==> src/rtl/mem_access_ctrl.sv <==
// Purpose: memory-stage controller; takes one EX request, runs a fixed-latency
//          LSU access (store lane shift, byte mask, load extension) and hands
//          the result to WB.
// Latency: non-mem/misaligned -> out_valid 1 cycle after accept; mem op -> 1+MEM_LAT.
// Backpressure: one request in flight; in_ready low outside IDLE; RESP holds the
//          packet stable until out_ready, with no re-access of memory while stalled.
//
// Ports:
//   clock, reset           system clock, synchronous active-low reset
//   in_*                   EX request (valid/ready handshake)
//   mem_*                  LSU interface (read data returns in the same cycle)
//   out_*                  WB packet (valid/ready handshake)
module mem_access_ctrl #(
    parameter int MEM_LAT = 1       // cycles spent in ACCESS, legal range 1..15
) (
    input  logic        clock,
    input  logic        reset,

    input  logic        in_valid,
    output logic        in_ready,
    input  logic [63:0] in_addr,
    input  logic [63:0] in_wdata,
    input  logic        in_is_load,
    input  logic        in_is_store,
    input  logic [1:0]  in_size,
    input  logic        in_unsigned,
    input  logic [4:0]  in_rd,

    output logic [63:0] mem_raddr,
    input  logic [63:0] mem_rdata,
    output logic        mem_ren,
    output logic [63:0] mem_waddr,
    output logic [63:0] mem_wdata,
    output logic [7:0]  mem_wmask,
    output logic        mem_wen,

    output logic        out_valid,
    input  logic        out_ready,
    output logic [63:0] out_data,
    output logic [4:0]  out_rd,
    output logic        out_wen,
    output logic        out_misalign
);

    typedef enum logic [1:0] {
        IDLE   = 2'd0,
        ACCESS = 2'd1,
        RESP   = 2'd2
    } state_t;

    localparam logic [3:0] CNT_INIT = 4'(MEM_LAT - 1);

    state_t      state;
    logic [3:0]  cnt;

    // Request captured at accept time
    logic [63:0] addr_q;
    logic [63:0] wdata_q;
    logic [1:0]  size_q;
    logic        unsigned_q;
    logic        load_q;
    logic        store_q;
    logic [4:0]  rd_q;

    // Decode of the incoming request
    logic        req_load;
    logic        req_store;
    logic        req_misalign;
    logic        accept;

    // Datapath helpers
    logic [63:0] load_ext;
    logic [7:0]  store_mask;
    logic        in_access;

    // A request flagged as both load and store is handled as a load.
    assign req_load  = in_is_load;
    assign req_store = in_is_store && !in_is_load;

    always_comb begin
        req_misalign = 1'b0;
        case (in_size)
            2'd1:    req_misalign = in_addr[0];
            2'd2:    req_misalign = (in_addr[1:0] != 2'b00);
            2'd3:    req_misalign = (in_addr[2:0] != 3'b000);
            default: req_misalign = 1'b0;
        endcase
    end

    assign in_ready = reset && (state == IDLE);
    assign accept   = in_valid && in_ready;

    // Load data arrives right-aligned; truncate to the access size and extend.
    // Size 3 fills the full word, so the unsigned flag has no effect there.
    always_comb begin
        load_ext = mem_rdata;
        case (size_q)
            2'd0: load_ext = unsigned_q ? {56'd0, mem_rdata[7:0]}
                                        : {{56{mem_rdata[7]}}, mem_rdata[7:0]};
            2'd1: load_ext = unsigned_q ? {48'd0, mem_rdata[15:0]}
                                        : {{48{mem_rdata[15]}}, mem_rdata[15:0]};
            2'd2: load_ext = unsigned_q ? {32'd0, mem_rdata[31:0]}
                                        : {{32{mem_rdata[31]}}, mem_rdata[31:0]};
            default: load_ext = mem_rdata;
        endcase
    end

    // Mask stays unshifted; the LSU positions it using the low address bits.
    always_comb begin
        store_mask = 8'h00;
        case (size_q)
            2'd0:    store_mask = 8'h01;
            2'd1:    store_mask = 8'h03;
            2'd2:    store_mask = 8'h0F;
            default: store_mask = 8'hFF;
        endcase
    end

    assign in_access = (state == ACCESS);

    // Strobes are gated with reset so an access cut short by reset never
    // reaches memory. The single write strobe lands on the final ACCESS cycle.
    assign mem_ren   = reset && in_access && load_q;
    assign mem_wen   = reset && in_access && store_q && (cnt == 4'd0);
    assign mem_wmask = mem_wen ? store_mask : 8'h00;
    assign mem_raddr = in_access ? addr_q : 64'd0;
    assign mem_waddr = in_access ? addr_q : 64'd0;
    assign mem_wdata = (in_access && store_q) ? (wdata_q << {addr_q[2:0], 3'b000}) : 64'd0;

    always_ff @(posedge clock) begin
        if (!reset) begin
            state        <= IDLE;
            cnt          <= 4'd0;
            addr_q       <= 64'd0;
            wdata_q      <= 64'd0;
            size_q       <= 2'd0;
            unsigned_q   <= 1'b0;
            load_q       <= 1'b0;
            store_q      <= 1'b0;
            rd_q         <= 5'd0;
            out_valid    <= 1'b0;
            out_data     <= 64'd0;
            out_rd       <= 5'd0;
            out_wen      <= 1'b0;
            out_misalign <= 1'b0;
        end else begin
            case (state)
                IDLE: begin
                    if (accept) begin
                        addr_q     <= in_addr;
                        wdata_q    <= in_wdata;
                        size_q     <= in_size;
                        unsigned_q <= in_unsigned;
                        load_q     <= req_load;
                        store_q    <= req_store;
                        rd_q       <= in_rd;
                        if (!(req_load || req_store)) begin
                            // Non-memory op: pass the ALU result straight through.
                            state        <= RESP;
                            out_valid    <= 1'b1;
                            out_data     <= in_addr;
                            out_rd       <= in_rd;
                            out_wen      <= (in_rd != 5'd0);
                            out_misalign <= 1'b0;
                        end else if (req_misalign) begin
                            // Misaligned: report the address, suppress writeback.
                            state        <= RESP;
                            out_valid    <= 1'b1;
                            out_data     <= in_addr;
                            out_rd       <= in_rd;
                            out_wen      <= 1'b0;
                            out_misalign <= 1'b1;
                        end else begin
                            state <= ACCESS;
                            cnt   <= CNT_INIT;
                        end
                    end
                end

                ACCESS: begin
                    if (cnt != 4'd0) begin
                        cnt <= cnt - 4'd1;
                    end else begin
                        state        <= RESP;
                        out_valid    <= 1'b1;
                        out_rd       <= rd_q;
                        out_misalign <= 1'b0;
                        if (load_q) begin
                            out_data <= load_ext;
                            out_wen  <= (rd_q != 5'd0);
                        end else begin
                            out_data <= 64'd0;
                            out_wen  <= 1'b0;
                        end
                    end
                end

                RESP: begin
                    // Packet is held untouched until WB takes it.
                    if (out_ready) begin
                        state        <= IDLE;
                        out_valid    <= 1'b0;
                        out_data     <= 64'd0;
                        out_rd       <= 5'd0;
                        out_wen      <= 1'b0;
                        out_misalign <= 1'b0;
                    end
                end

                default: begin
                    state <= IDLE;
                end
            endcase
        end
    end

endmodule

==> config.mk <==
export PLATFORM = sky130hd
export DESIGN_NAME = mem_access_ctrl
export DESIGN_NICKNAME = d
export VERILOG_FILES = /design/src/rtl/mem_access_ctrl.sv
export SDC_FILE = /design/constraint.sdc
export NUM_CORES = 1
export LEC_CHECK = 0
export BUFFER_PORTS_ARGS = -buffer_cell sky130_fd_sc_hd__buf_2
export CAP_MARGIN = 10
export CELL_PAD_IN_SITES_DETAIL_PLACEMENT = 1
export CELL_PAD_IN_SITES_GLOBAL_PLACEMENT = 1
export CORE_UTILIZATION = 35
export CTS_CLUSTER_DIAMETER = 80
export DETAILED_ROUTE_END_ITERATION = 7
export PLACE_DENSITY = 0.8
export SYNTH_ARGS = -nofsm -noshare
export SYNTH_HDL_FRONTEND = slang
export SYNTH_SLANG_ARGS = --single-unit
==> constraint.sdc <==
create_clock -name clock -period 3.4 [get_ports clock]
set_input_delay 0.17 -clock clock [delete_from_list [all_inputs] [get_ports clock]]
set_output_delay 0.17 -clock clock [all_outputs]
set_load 0.005 [all_outputs]
==> flow_metrics.env <==
export IMPL_clockRootBuffer="clkbuf_16"
export IMPL_hold_class="in -> reg"
export IMPL_cts_sinks=216
export IMPL_syn_cell_area_um2=12100
export IMPL_pre_cts_ws_ns=0.724
export IMPL_path_max_fanout=19
export IMPL_drc_errors=0
export IMPL_synth_cell_type_count=59
export IMPL_die_height_um=188
export IMPL_p_leak_nw=7.03
export IMPL_utilization_pct=48.2
export IMPL_cp_required_ns=3.23
export IMPL_rows=67
export IMPL_synth_warnings=0
export IMPL_cts_made_buffers=26
export IMPL_setup_ws_ns=0.406
export IMPL_clk_latency_ns=0.54
export IMPL_min_from="mem_rdata[1]"
export IMPL_fin_nets=2158
export IMPL_finalSetupViolCount=0
export IMPL_fp_dieW_um=188
export IMPL_cts_reportedPaths_clkPinSlew_ns=0.06
export IMPL_grt_pass1_vias=13700
export IMPL_end_kind="output port"
export IMPL_via_per_inst=5.48
export IMPL_rr_startpoint="cnt[0]$_SDFFE_PN0P_"
export IMPL_dpl_hpwl_um=34700
export IMPL_fillers=4133
export IMPL_worstPathArrival_ns=2.82
export IMPL_drt_iter0_drc=829
export IMPL_gp_congestion=0.932
export IMPL_die_area_um2=35200
export IMPL_design_area_um2=16300
export IMPL_antenna_found_initial=2
export IMPL_r2r_end="out_data[38]$_SDFFE_PN0P_"
export IMPL_seq_area_um2=4330
export IMPL_fmax_mhz=334
export IMPL_routed_wirelength_um=52800
export IMPL_fin_skew_ns=0.00770
export IMPL_tns_ns=0
export IMPL_grt_pass1_wl_um=80500
export IMPL_multi_input_area_um2=6390
export IMPL_ff2ff_setup_slack_ns=0.69
export IMPL_cts_repair_resized=0
export IMPL_crit_type="reg -> out"
export IMPL_ioPinCount=481
export IMPL_tightest_slew_ns=1.04
export IMPL_layout_worst_path_cycle_share_pct=88.1
export IMPL_grt_setup_unrepaired="no"
export IMPL_core_area_um2=33700
export IMPL_status="completed"
export IMPL_vias=13200
export IMPL_async_flop_share_pct=0
export IMPL_min_path_cells=3
export IMPL_wl_per_cell_um=21.9
export IMPL_synth_seq_cells=216
export IMPL_place_area_um2=14000
export IMPL_syn_area_per_cell_um2=8.12
export IMPL_final_common_cell="buf_2"
export IMPL_initial_core_util_pct=35.8
export IMPL_seq_area_frac_synth_pct=35.8
export IMPL_overflow=0
export IMPL_ff2ff_path_depth=7
export IMPL_clock_path_buffers=3
export IMPL_synth_edff_count=0
export IMPL_port_buffers=480
export IMPL_finalCriticalPeriod_ns=2.99
export IMPL_pwr_density_cell_nw_per_um2=555
export IMPL_ir_drop_mv=0.326
export IMPL_area_growth_pct=34.7
export IMPL_drt_pre_antenna_iters=5
export IMPL_relSlewSlack_pct=30.1
export IMPL_ys_flop_type="dfxtp_1"
export IMPL_drive_gt1_share_pct=32.5
export IMPL_drv_slew=0
export IMPL_grt_usage_pct=28.8
export IMPL_synth_cells=1486
export IMPL_start_kind="register"
export IMPL_grt_max_degree=167
export IMPL_drv_cap=0
export IMPL_cts_tree="yes"
export IMPL_antenna_left=0
export IMPL_final_hold_violation_count=0
export IMPL_syn_num_nets=1697
export IMPL_htreeDepth=1
export IMPL_final_cell_mix="buf_2 (479), nand2_1 (363), dfxtp_1 (214)"
export IMPL_hold_path_end="out_data[1]$_SDFFE_PN0P_"
-- metal layers --
metal / wire length (um) / vias up / part of all wire, % / GRT usage (%)
li1: - / 6061 / - / -
met1: 20400 / 6438 / 39 / 32.0
met2: 26500 / 573 / 50 / 52.6
met3: 3360 / 154 / 6.4 / 5.63
met4: 2600 / 0 / 4.9 / 13.4
met5: 0 / - / 0 / 0
-- registers in the layout, summed over array words and instances (netlist names) --
name	cells
addr_q	64
cnt	4
load_q	1
out_data	64
out_misalign	1
out_rd	5
out_valid	1
out_wen	1
rd_q	5
size_q	2
state	2
store_q	1
unsigned_q	1
wdata_q	64
-- worst max-delay path, cell delays in order (launching register included) --
cell and delay, ns:
dfxtp_1 0.34, inv_1 0.09, ha_2 0.40, nand3_1 0.62
nor3_1 0.33, buf_4 0.22, a22o_1 0.17, buf_2 0.11
-- final cells by class --
type | instances | share of cell area [%]
diodes | 2 | 0.0308
clock buffers | 38 | 4.83
clock inverters | 8 | 0.493
inverters | 9 | 0.223
multi-input cells | 1050 | 39.3
flip-flops and latches | 216 | 26.6
well taps | 448 | 3.45
repair buffers | 644 | 25.0
-- synthesized netlist by cell type (all sizes together), types with 2 or more instances --
master | instances | area (um^2)
mux2i | 30 | 300
nand3 | 8 | 40.0
clkbuf | 92 | 397
nand4 | 2 | 12.5
a211o | 2 | 17.5
a311oi | 54 | 679
a21oi | 101 | 505
dlygate4sd1 | 10 | 87.6
o22ai | 12 | 75.1
dfxtp | 216 | 4320
a22o | 15 | 131
nor3b | 2 | 15.0
nor2 | 31 | 119
buf | 98 | 737
a2111oi | 2 | 36.3
nor2b | 3 | 18.8
mux2 | 9 | 101
mux4 | 21 | 473
o221ai | 33 | 289
nor3 | 12 | 60.1
dlygate4sd3 | 11 | 110
ha | 5 | 62.6
nand2 | 363 | 1360
o21ai | 193 | 970
a22oi | 8 | 60.1
inv | 8 | 30.0
o21a | 4 | 30.0
and2 | 96 | 601
o211ai | 2 | 15.0
a211oi | 22 | 240
or4 | 3 | 22.5
and3 | 3 | 18.8
-- where the power goes --
group	switching [mW]	leakage, nW	total, mW	internal [mW]
combinational	1.65	4.82	2.78	1.12
sequential	0.415	1.78	3.41	2.99
clock	1.16	0.430	2.83	1.67
-- kinds of logic (layout without fill, tap and decap cells) --
family / Yosys count / count (layout) / synth area share, %
other: 0 / 2 / 0
adders and majority gates: 5 / 5 / 0.519
muxes: 60 / 60 / 7.25
DFF: 216 / 216 / 35.8
AOI/OAI and AO/OA: 455 / 455 / 25.8
buffers and inverters: 220 / 699 / 11.3
and+or+nand+nor: 530 / 530 / 19.3
-- per-stage QoR --
stage / std cells / hold slack (ns) / total power [mW]
after floorplan: 1486 / 0.279 / 5.06
after global routing: 2415 / 0.0297 / 9.44
final: 2415 / 0.0426 / 9.01
after CTS: 2413 / 0.00853 / 9.00
after global placement: 2226 / 0.364 / 5.92
after detailed placement: 2226 / 0.371 / 6.02
-- how the worst max path moves through the flow --
stage | startpoint | endpoint | slack, ns | cells after the start
global placement | cnt[0]$_SDFFE_PN0P_ | out_data[24]$_SDFFE_PN0P_ | 0.82 | 7
detailed placement | cnt[0]$_SDFFE_PN0P_ | out_data[38]$_SDFFE_PN0P_ | 0.72 | 7
floorplan | state[0]$_SDFFE_PN0P_ | out_data[39]$_SDFFE_PN0P_ | 1.02 | 8
global route | state[1]$_SDFFE_PN0P_ | mem_wdata[38] | 0.15 | 7
CTS | state[1]$_SDFFE_PN0P_ | mem_wdata[32] | 0.35 | 7
finish | state[1]$_SDFFE_PN0P_ | mem_wdata[32] | 0.41 | 7
-- repair_timing --
| item | in CTS | in global routing |
|---|---|---|
| hold buffers | 141 | 0 |
| endpoints found under the hold margin | 198 | 0 |
| setup buffers | 0 | 0 |
| setup endpoints to repair | 0 | 0 |
No activity file was read; power rests on OpenSTA's default activity.
